==> config.mk <==
export PLATFORM = sky130hd
export DESIGN_NAME = scope_capture_ctrl
export DESIGN_NICKNAME = d
export VERILOG_FILES = /design/src/rtl/scope_capture_ctrl_pkg.sv /design/src/rtl/scope_trig_detect.sv /design/src/rtl/scope_capture_ctrl.sv
export SDC_FILE = /design/constraint.sdc
export NUM_CORES = 1
export LEC_CHECK = 0
export BUFFER_PORTS_ARGS = -buffer_cell sky130_fd_sc_hd__buf_2
export CAP_MARGIN = 20
export CORE_MARGIN = 2
export CORE_UTILIZATION = 32
export CTS_CLUSTER_SIZE = 14
export DETAILED_ROUTE_END_ITERATION = 7
export HOLD_SLACK_MARGIN = 0.08
export SLEW_MARGIN = 20
export SYNTH_ARGS = -nofsm -noshare
export SYNTH_HDL_FRONTEND = slang
export SYNTH_SLANG_ARGS = --single-unit
==> constraint.sdc <==
create_clock -name ad_clk -period 2.8 [get_ports ad_clk]
set_input_delay 0.28 -clock ad_clk [delete_from_list [all_inputs] [get_ports ad_clk]]
set_output_delay 0.28 -clock ad_clk [all_outputs]
set_load 0.05 [all_outputs]
==> src/rtl/scope_capture_ctrl_pkg.sv <==
// Shared encodings for the scope trigger/acquisition sequencer.
package scope_capture_ctrl_pkg;

    typedef enum logic [2:0] {
        ST_IDLE,
        ST_PRE,
        ST_ARMED,
        ST_POST,
        ST_HOLD
    } state_t;

    localparam logic [1:0] MODE_STOP   = 2'd0;
    localparam logic [1:0] MODE_SINGLE = 2'd1;
    localparam logic [1:0] MODE_NORMAL = 2'd2;
    localparam logic [1:0] MODE_AUTO   = 2'd3;

    // Modes that re-arm by themselves after each frame.
    function automatic logic is_continuous(input logic [1:0] mode);
        return (mode == MODE_NORMAL) || (mode == MODE_AUTO);
    endfunction

endpackage

==> src/rtl/scope_trig_detect.sv <==
// Level-crossing detector: compares each strobed sample against the previous one.
module scope_trig_detect
    import scope_capture_ctrl_pkg::*;
#(
    parameter int WIDTH = 12
) (
    input  logic             clk,
    input  logic             rst_n,
    input  logic             ce,
    input  logic             clr,
    input  logic [WIDTH-1:0] sample,
    input  logic [WIDTH-1:0] level,
    input  logic             edge_sel,
    output logic             hit
);

    logic [WIDTH-1:0] prev;
    logic             prev_valid;

    always_ff @(posedge clk) begin
        if (!rst_n) begin
            prev       <= '0;
            prev_valid <= 1'b0;
        end else begin
            if (ce) prev <= sample;
            // clr wins so the first sample after a restart has no predecessor
            if (clr)     prev_valid <= 1'b0;
            else if (ce) prev_valid <= 1'b1;
        end
    end

    always_comb begin
        hit = 1'b0;
        if (ce && prev_valid) begin
            if (edge_sel) hit = (prev > level) && (sample <= level);
            else          hit = (prev < level) && (sample >= level);
        end
    end

endmodule

==> src/rtl/scope_capture_ctrl.sv <==
// Oscilloscope capture sequencer: decimates the AD stream into a circular RAM,
// triggers on a level crossing and holds the frame until the display acks it.
module scope_capture_ctrl
    import scope_capture_ctrl_pkg::*;
#(
    parameter int          WIDTH    = 12,
    parameter int          AW       = 10,
    parameter int          PRE_TRIG = 256,
    parameter logic [19:0] AUTO_TO  = 20'd500_000
) (
    input  logic             ad_clk,
    input  logic             rst_n,
    input  logic [WIDTH-1:0] ad_data,
    input  logic [WIDTH-1:0] trig_level,
    input  logic             trig_edge,
    input  logic [1:0]       run_mode,
    input  logic             arm,
    input  logic [15:0]      decim,
    output logic             wr_en,
    output logic [AW-1:0]    wr_addr,
    output logic [WIDTH-1:0] wr_data,
    output logic             frame_valid,
    output logic [AW-1:0]    frame_start,
    output logic             frame_forced,
    input  logic             frame_ack,
    output logic             busy,
    output state_t           fsm_state
);

    localparam logic [AW-1:0] PRE_LEN   = AW'(PRE_TRIG);
    localparam logic [AW-1:0] PRE_LAST  = AW'(PRE_TRIG - 1);
    localparam logic [AW-1:0] POST_LAST = AW'((1 << AW) - PRE_TRIG - 1);
    localparam bit            POST_ONE  = (PRE_TRIG == (1 << AW) - 1);

    state_t          state, state_next;
    logic [15:0]     dcnt;
    logic [AW-1:0]   waddr, pre_cnt, post_cnt;
    logic [19:0]     to_cnt;
    logic            ce, active, stop, write, hit, timeout, trig_take, entering_pre;
    logic            fv_q;

    assign ce           = (dcnt == decim);
    assign active       = (state == ST_PRE) || (state == ST_ARMED) || (state == ST_POST);
    assign stop         = (run_mode == MODE_STOP);
    assign write        = ce && active && !stop;
    assign timeout      = ce && (run_mode == MODE_AUTO) && (to_cnt == AUTO_TO - 20'd1);
    assign trig_take    = (state == ST_ARMED) && !stop && (hit || timeout);
    assign entering_pre = (state_next == ST_PRE) && (state != ST_PRE);

    scope_trig_detect #(.WIDTH(WIDTH)) u_trig (
        .clk      (ad_clk),
        .rst_n    (rst_n),
        .ce       (ce),
        .clr      (entering_pre),
        .sample   (ad_data),
        .level    (trig_level),
        .edge_sel (trig_edge),
        .hit      (hit)
    );

    always_comb begin
        state_next = state;
        case (state)
            ST_IDLE:  if (is_continuous(run_mode) || (run_mode == MODE_SINGLE && arm))
                          state_next = ST_PRE;
            ST_PRE:   if (stop) state_next = ST_IDLE;
                      else if (ce && pre_cnt == PRE_LAST) state_next = ST_ARMED;
            ST_ARMED: if (stop) state_next = ST_IDLE;
                      else if (trig_take) state_next = POST_ONE ? ST_HOLD : ST_POST;
            ST_POST:  if (stop) state_next = ST_IDLE;
                      else if (ce && post_cnt == POST_LAST) state_next = ST_HOLD;
            ST_HOLD:  if (frame_ack)
                          state_next = is_continuous(run_mode) ? ST_PRE : ST_IDLE;
            default:  state_next = ST_IDLE;
        endcase
    end

    always_ff @(posedge ad_clk) begin
        if (!rst_n) begin
            state        <= ST_IDLE;
            dcnt         <= '0;
            waddr        <= '0;
            pre_cnt      <= '0;
            post_cnt     <= '0;
            to_cnt       <= '0;
            wr_en        <= 1'b0;
            wr_addr      <= '0;
            wr_data      <= '0;
            frame_start  <= '0;
            frame_forced <= 1'b0;
            fv_q         <= 1'b0;
        end else begin
            state <= state_next;
            dcnt  <= ce ? 16'd0 : dcnt + 16'd1;
            wr_en <= write;
            if (write) begin
                wr_addr <= waddr;
                wr_data <= ad_data;
                waddr   <= waddr + 1'b1;
            end
            if (state != ST_PRE) pre_cnt <= '0;
            else if (ce)         pre_cnt <= pre_cnt + 1'b1;
            // The trigger sample itself is post-sample #1, so POST starts at 1.
            if (state != ST_POST) post_cnt <= {{(AW-1){1'b0}}, 1'b1};
            else if (ce)          post_cnt <= post_cnt + 1'b1;
            if (state != ST_ARMED || run_mode != MODE_AUTO) to_cnt <= '0;
            else if (ce)                                    to_cnt <= to_cnt + 20'd1;
            if (trig_take) begin
                frame_start  <= waddr - PRE_LEN;
                frame_forced <= !hit;
            end
            // frame_valid/frame_ack: valid rises the cycle after the last write
            // lands and stays high until the cycle after a one-cycle ack.
            fv_q <= (state == ST_HOLD) && !frame_ack;
        end
    end

    assign frame_valid = fv_q;
    assign busy        = active;
    assign fsm_state   = state;

endmodule

Word level (Yosys, flattened, before mapping) --
Cells that the tools add are included.
Storage, ports and cells: bits in registers 117, input bits 47, output and inout port bits 39, word-level logic and storage cells 87
Operators by class: $add $sub $neg 6, magnitude comparators 4, equal/unequal tests 16, mux-type cells 14, bitwise operators 1, reduce and logical (&&, ||, !) cells 31
Operators by type and width (count):
- adder 10 x 1 -> 10 bit (second input constant) | 3
- two-way mux 3 bit | 8
- adder 20 x 1 -> 20 bit (second input constant) | 1
- equality test 20 x 19 -> 1 bit (second input constant) | 1
- adder 16 x 1 -> 16 bit (second input constant) | 1
- equality test 16 bit | 1
- one-hot mux 3 bit (5 select lines) | 1
- logical AND 1 bit | 14
- greater-or-equal comparator 12 bit | 1
- > comparator 12 bit | 1
- less-or-equal comparator 12 bit | 1
- less-than comparator 12 bit | 1
- equality test 10 bit (second input constant) | 1
- equality test 10 x 8 -> 1 bit (second input constant) | 1
- OR reduction 2 bit | 5
- subtractor 10 x 9 -> 10 bit (second input constant) | 1
- equality test 3 x 1 -> 1 bit (second input constant) | 2
- equality test 3 x 2 -> 1 bit (second input constant) | 2
- logical OR 1 bit | 6
- != test 3 x 2 -> 1 bit (second input constant) | 2
- two-way mux 1 bit | 5
- equality test 2 bit (second input constant) | 2
- equality test 3 bit (second input constant) | 1
- zero test 1 bit | 3
- 7 further kinds | 7

Logic depth before layout (Yosys ltp) --
depth in word-level cells 12, mapped depth 10, depth with buffers taken out 9

Hierarchy --
From an unflattened synthesis, not the netlist that was laid out.
Second synthesis, totals: cells, all modules 699, area, all modules 5962.0 µm²
By module, submodules not included:
- scope_capture_ctrl | instances 1, cells an instance 584, area an instance 4865.9 µm², seq. area each 2082.0 µm²
- scope_trig_detect | instances 1, cells an instance 115, area an instance 1096.1 µm², seq. area each 260.2 µm²

Worst setup path after synthesis --
Ideal clock, no wire load.
path kind register to register, start register state[1] (netlist: fsm_state[1]), end register frame_start[6], setup time 0.132 ns, arrival time 2.092 ns, required time 2.668 ns, setup slack 0.576 ns, stages on the path, launching flop included 8, path buffers 1, clock period less this slack 2.224 ns, path through dfxtp_1 nor3b_1 nor2b_1 nand3_1 or4_1 buf_2 nand3_1 a21oi_1
On the way: word-level cells in the longest chain between the ends 3
Ends and longest elaborated chain:
- from (decl) | RTL line scope_capture_ctrl.sv:35 | state_t state, state_next;
- from (signal assigned) | RTL line scope_capture_ctrl.sv:93 | state <= state_next;
- equality test 3 x 2 -> 1 bit | RTL line scope_capture_ctrl.sv:47 | assign trig_take = (state == ST_ARMED) && !stop && (hit || timeout);
- logical AND 1 bit (2 in a row) | RTL line scope_capture_ctrl.sv:47
- to (signal assigned) | RTL line scope_capture_ctrl.sv:109 | frame_start <= waddr - PRE_LEN;
- to (decl) | RTL line scope_capture_ctrl.sv:23 | output logic [AW-1:0] frame_start,
No other way between the ends. A chain may end at the register's enable or synchronous reset.

Final worst setup path --
start register dcnt[11], end register frame_start[1]
On the way: word-level cells in the longest chain between the ends 5, elaborated cells on any way between the ends 7, those cells by class eq/ne: 1; mux: 1; reduce/logical: 5
Ends and longest elaborated chain:
- from (decl) | RTL line scope_capture_ctrl.sv:36 | logic [15:0] dcnt;
- from (signal assigned) | RTL line scope_capture_ctrl.sv:94 | dcnt <= ce ? 16'd0 : dcnt + 16'd1;
- equality test 16 bit (*) | RTL line scope_capture_ctrl.sv:42 | assign ce = (dcnt == decim);
- logical AND 1 bit, on equally long branches | RTL line scope_trig_detect.sv:34, scope_capture_ctrl.sv:46
- two-way mux 1 bit / logical AND 1 bit (equally long branches) | RTL line scope_trig_detect.sv:34, scope_capture_ctrl.sv:46
- logical OR 1 bit (*) | RTL line scope_capture_ctrl.sv:47
- logical AND 1 bit (*) | RTL line scope_capture_ctrl.sv:47
Mark *: on every way between the ends. The rest lies on a longest branch, timed or not.

==> metrics.md <==
| Metric | Value |
|---|---|
| R2r setup slk | `0.21 ns` |
| Clock root cell | `clkbuf_16` |
| RSZ-0062 raised after global routing | `no` |
| DRC | `0` |
| Vias | `4,762` |
| Final std cells w/o fill | `991` |
| Post-synth EDFFs | `0` |
| Final WL | `13,600 µm` |
| Nets | `829` |
| Sequential-to-total area share from yosys stat | `41.81%` |
| CP max FO | `14` |
| Post-DP HPWL | `9842 µm` |
| Fin area | `6937 µm²` |
| M1 GR Usage | `19.93%` |
| Hold Startpoint | `ad_data[1]` |
| Die span in y | `136.3 µm` |
| Power, Total | `4.201 mW` |
| Mapped Nets | `738` |
| Routed Antenna Nets | `0` |
| Layout cells sized above 1 | `16.97%` |
| Netlist cell types | `40` |
| Via/cell ratio | `4.805` |
| PwrDens | `605.6 nW/µm²` |
| Leading area contributor after synthesis | `dfxtp_1` |
| Gate Count Post-Synth | `662` |
| Reg-to-Reg End | `frame_start[1]$_SDFFE_PN0P_` |
| Static Leakage | `2.875 nW` |
| M2 GR Usage | `24.85%` |
| Worst Reg2Reg Path Length in Cells | `8` |
| Flop pwr share | `40.0%` |
| Slowest-stage cell, CP | `nor4_1` |
| Worst slew pin tran | `0.9919 ns` |
| WHS | `0.1329 ns` |
| Cells along the critical path | `xor2_1 -> nor4_1 -> nand4_1 -> buf_4 -> nor3_1 -> and3_1 -> o31ai_1 -> a21oi_1` |
| Top-count cell post-synth | `dfxtp_1` |
| Clk_lat worst skew | `0.41 ns` |
| Async set-or-reset flop fraction in the synthesized netlist | `0%` |
| Top-area cell type share of the netlist area | `41.81%` |
| Ports | `86` |
| CTS Sinks | `117` |
| Top FF cell, synth | `dfxtp_1` |
| Dpl cells | `959` |
| Critical Path AT | `2.94 ns` |
| First-pass iteration count of the detailed router | `5` |
| WHS Endpoint | `wr_data[1]$_SDFFE_PN0P_` |
| Cell Int Power | `3.261 mW` |
| Setup Skew | `0.008304 ns` |
| Critical path origin | `dcnt[11]$_SDFF_PP0_` |
| DRT iter0 DRCs | `199` |
| Starting Density | `32.61%` |
| Setup_tns | `0 ns` |
| # port buffers | `85` |
| Final period util | `92.66%` |
| Data required time of the critical path | `3.14 ns` |
| Placed Area | `6296 µm²` |
| Synth top area cells | `dfxtp_1 42%, xor2_1 7.0%, ha_1 6.5%, nand2_1 5.8%, a21oi_1 5.4%` |
| Die Wd | `136.3 µm` |
| Fin util | `40.38%` |
| Sw frac | `22.38%` |
| Avg WL per Cell | `13.72 µm` |
| Outcome | `complete, no violations` |
| CTS H-tree lvls | `4` |
| Setup slack after layout | `0.2055 ns` |
| Vias in the first global route | `4,550` |
| Fmax | `0.3854 GHz` |
| CTS Buffer Depth | `2` |
| Comb pwr share | `4.3%` |
| Top cells by count, synth | `117 x dfxtp_1, 87 x nand2_1, 72 x nor2_1` |
| Syn_area_per_cell | `8.462 µm²` |
| Worst Setup Start Kind | `register` |
| RR Startpoint | `dcnt[11]$_SDFF_PP0_` |
| Hold Crit Class | `primary input to register` |
| Row count | `48` |
| Slew margin rel. | `33.56%` |
| Finish-stage setup viols | `0` |
| Fin. max-slew vios | `0` |
| Clock power frac | `55.7%` |
| Grt peak-use layer | `met2` |
| FF+latch count, synth | `117` |
| CP max stage delay | `0.42 ns` |
| Max-Cap Viols | `0` |
| Largest net degree at the start of global routing | `56` |
| First-pass GRT wire length | `22,510 µm` |
| Initial antenna violation count | `1` |
| Final hold violation count | `0` |
| CTS Buf Count | `17` |
| Switching component of the power | `0.9401 mW` |
| Clock-pin slew on the worst setup and hold paths | `0.06 ns` |
| Routing usage on met3 | `4.586%` |
| Final min period | `2.594 ns` |
| Congestion Overflow GR | `0` |
| Synth Warn # | `0` |
| Cell Area, Synth | `5602 µm²` |
| Antenna diode count | `0` |
| CTS tree | `done` |
| Top delay family on crit path | `simple AND/OR/NAND/NOR gates` |
| Critical path buffer and inverter count | `1` |
| Dpl ws | `0.03663 ns` |
| Die area | `18,580 µm²` |
| Peak VDD IR | `0.4427 mV` |
| Filler cells | `1,794` |
| Critical Path Sink Type | `register` |
| Layout area overhead | `23.83%` |
| Crit Path Category | `register to register` |
| Min-Delay Path Depth | `3` |
| All-Layer GR Usage | `15.41%` |
| RD Place Congestion | `0.7876` |
| Core area | `17,180 µm²` |
==> routing by layer <==
layer  vias up  part of all wire (%)
met3        14                   4.6
met4         2                   1.1
met1      2159                    48
li1       2495                     -
met2        92                    46
met5         -                 0.096
==> cells by family after synthesis <==
logic type | after synthesis | synth area share [%]
adders and majority gates | 29 | 6.478
buffers and inverters | 43 | 3.127
AOI/OAI and AO/OA | 105 | 10.52
xor gates and xnor gates | 66 | 10.32
muxes | 13 | 2.323
DFF | 117 | 41.81
and+or+nand+nor | 289 | 25.42
==> power groups by stage <==
stage	clock [mW]	combinational (mW)	sequential, mW
CTS	2.38	0.183	1.68
finish	2.34	0.182	1.68
global placement	0	0.181	1.72
global route	2.47	0.207	1.68
detailed placement	0	0.182	1.72
floorplan	0	0.103	1.72
==> flip-flops by register name (all words and copies together) (netlist names) <==
name and flops:
frame_forced 1, wr_addr 10, u_trig.prev_valid 1, frame_start 10
to_cnt 20, fsm_state 3, u_trig.prev 12, wr_en 1
pre_cnt 10, dcnt 16, wr_data 12, post_cnt 10
frame_valid 1, waddr 10
==> worst register-to-register path, stage by stage, from the launching register on <==
cell	delay, ns
dfxtp_1	0.34
xor2_1	0.17
nor4_1	0.42
nand4_1	0.36
buf_4	0.34
nor3_1	0.19
and3_1	0.42
o31ai_1	0.14
a21oi_1	0.16
==> how the worst max path moves through the flow <==
stage | slack [ns] | to | cells past startpoint
after floorplan | 0.58 | frame_start[6]$_SDFFE_PN0P_ | 7
after global placement | 0.1 | frame_start[8]$_SDFFE_PN0P_ | 9
after detailed placement | 0.04 | frame_start[8]$_SDFFE_PN0P_ | 9
after CTS | 0.13 | frame_start[8]$_SDFFE_PN0P_ | 7
after global routing | 0.01 | frame_start[1]$_SDFFE_PN0P_ | 8
final | 0.21 | frame_start[1]$_SDFFE_PN0P_ | 8
==> cell type report <==
| class | count | area, µm² | area share (%) |
|---|---|---|---|
| inverters | 20 | 75.07 | 1.082 |
| well taps | 225 | 281.5 | 4.058 |
| clock inverters | 14 | 200.2 | 2.886 |
| multi-input cells | 502 | 3085 | 44.48 |
| flip-flops and latches | 117 | 2342 | 33.77 |
| repair buffers | 95 | 513.0 | 7.395 |
| clock buffers | 18 | 439.2 | 6.331 |
==> placed cells by master, fill, tap and decap left out, drive strengths merged, types with 2 or more instances in the layout <==
cell / instances
nor4: 10
a21oi: 60
nand2b: 2
nor3: 12
xor2: 45
xnor2: 21
bufinv: 4
or4b: 3
and4: 7
dfxtp: 117
clkinv: 6
buf: 95
ha: 29
nand4: 24
o211ai: 3
nor2b: 7
nor2: 72
mux2i: 13
o31ai: 11
o21ai: 20
inv: 21
clkinvlp: 3
nand3: 23
or3: 11
a21o: 3
and3: 18
a211oi: 3
nand2: 87
clkbuf: 18
and2: 5
nor3b: 3
==> repair_timing <==
action | in CTS | in global routing
buffers inserted | 0 | 0
setup endpoints to repair | 0 | 2
gates resized for setup | 0 | 1
hold buffers | 0 | 0
hold endpoints to repair | 0 | 0
No activity file was read; power rests on OpenSTA's default activity.
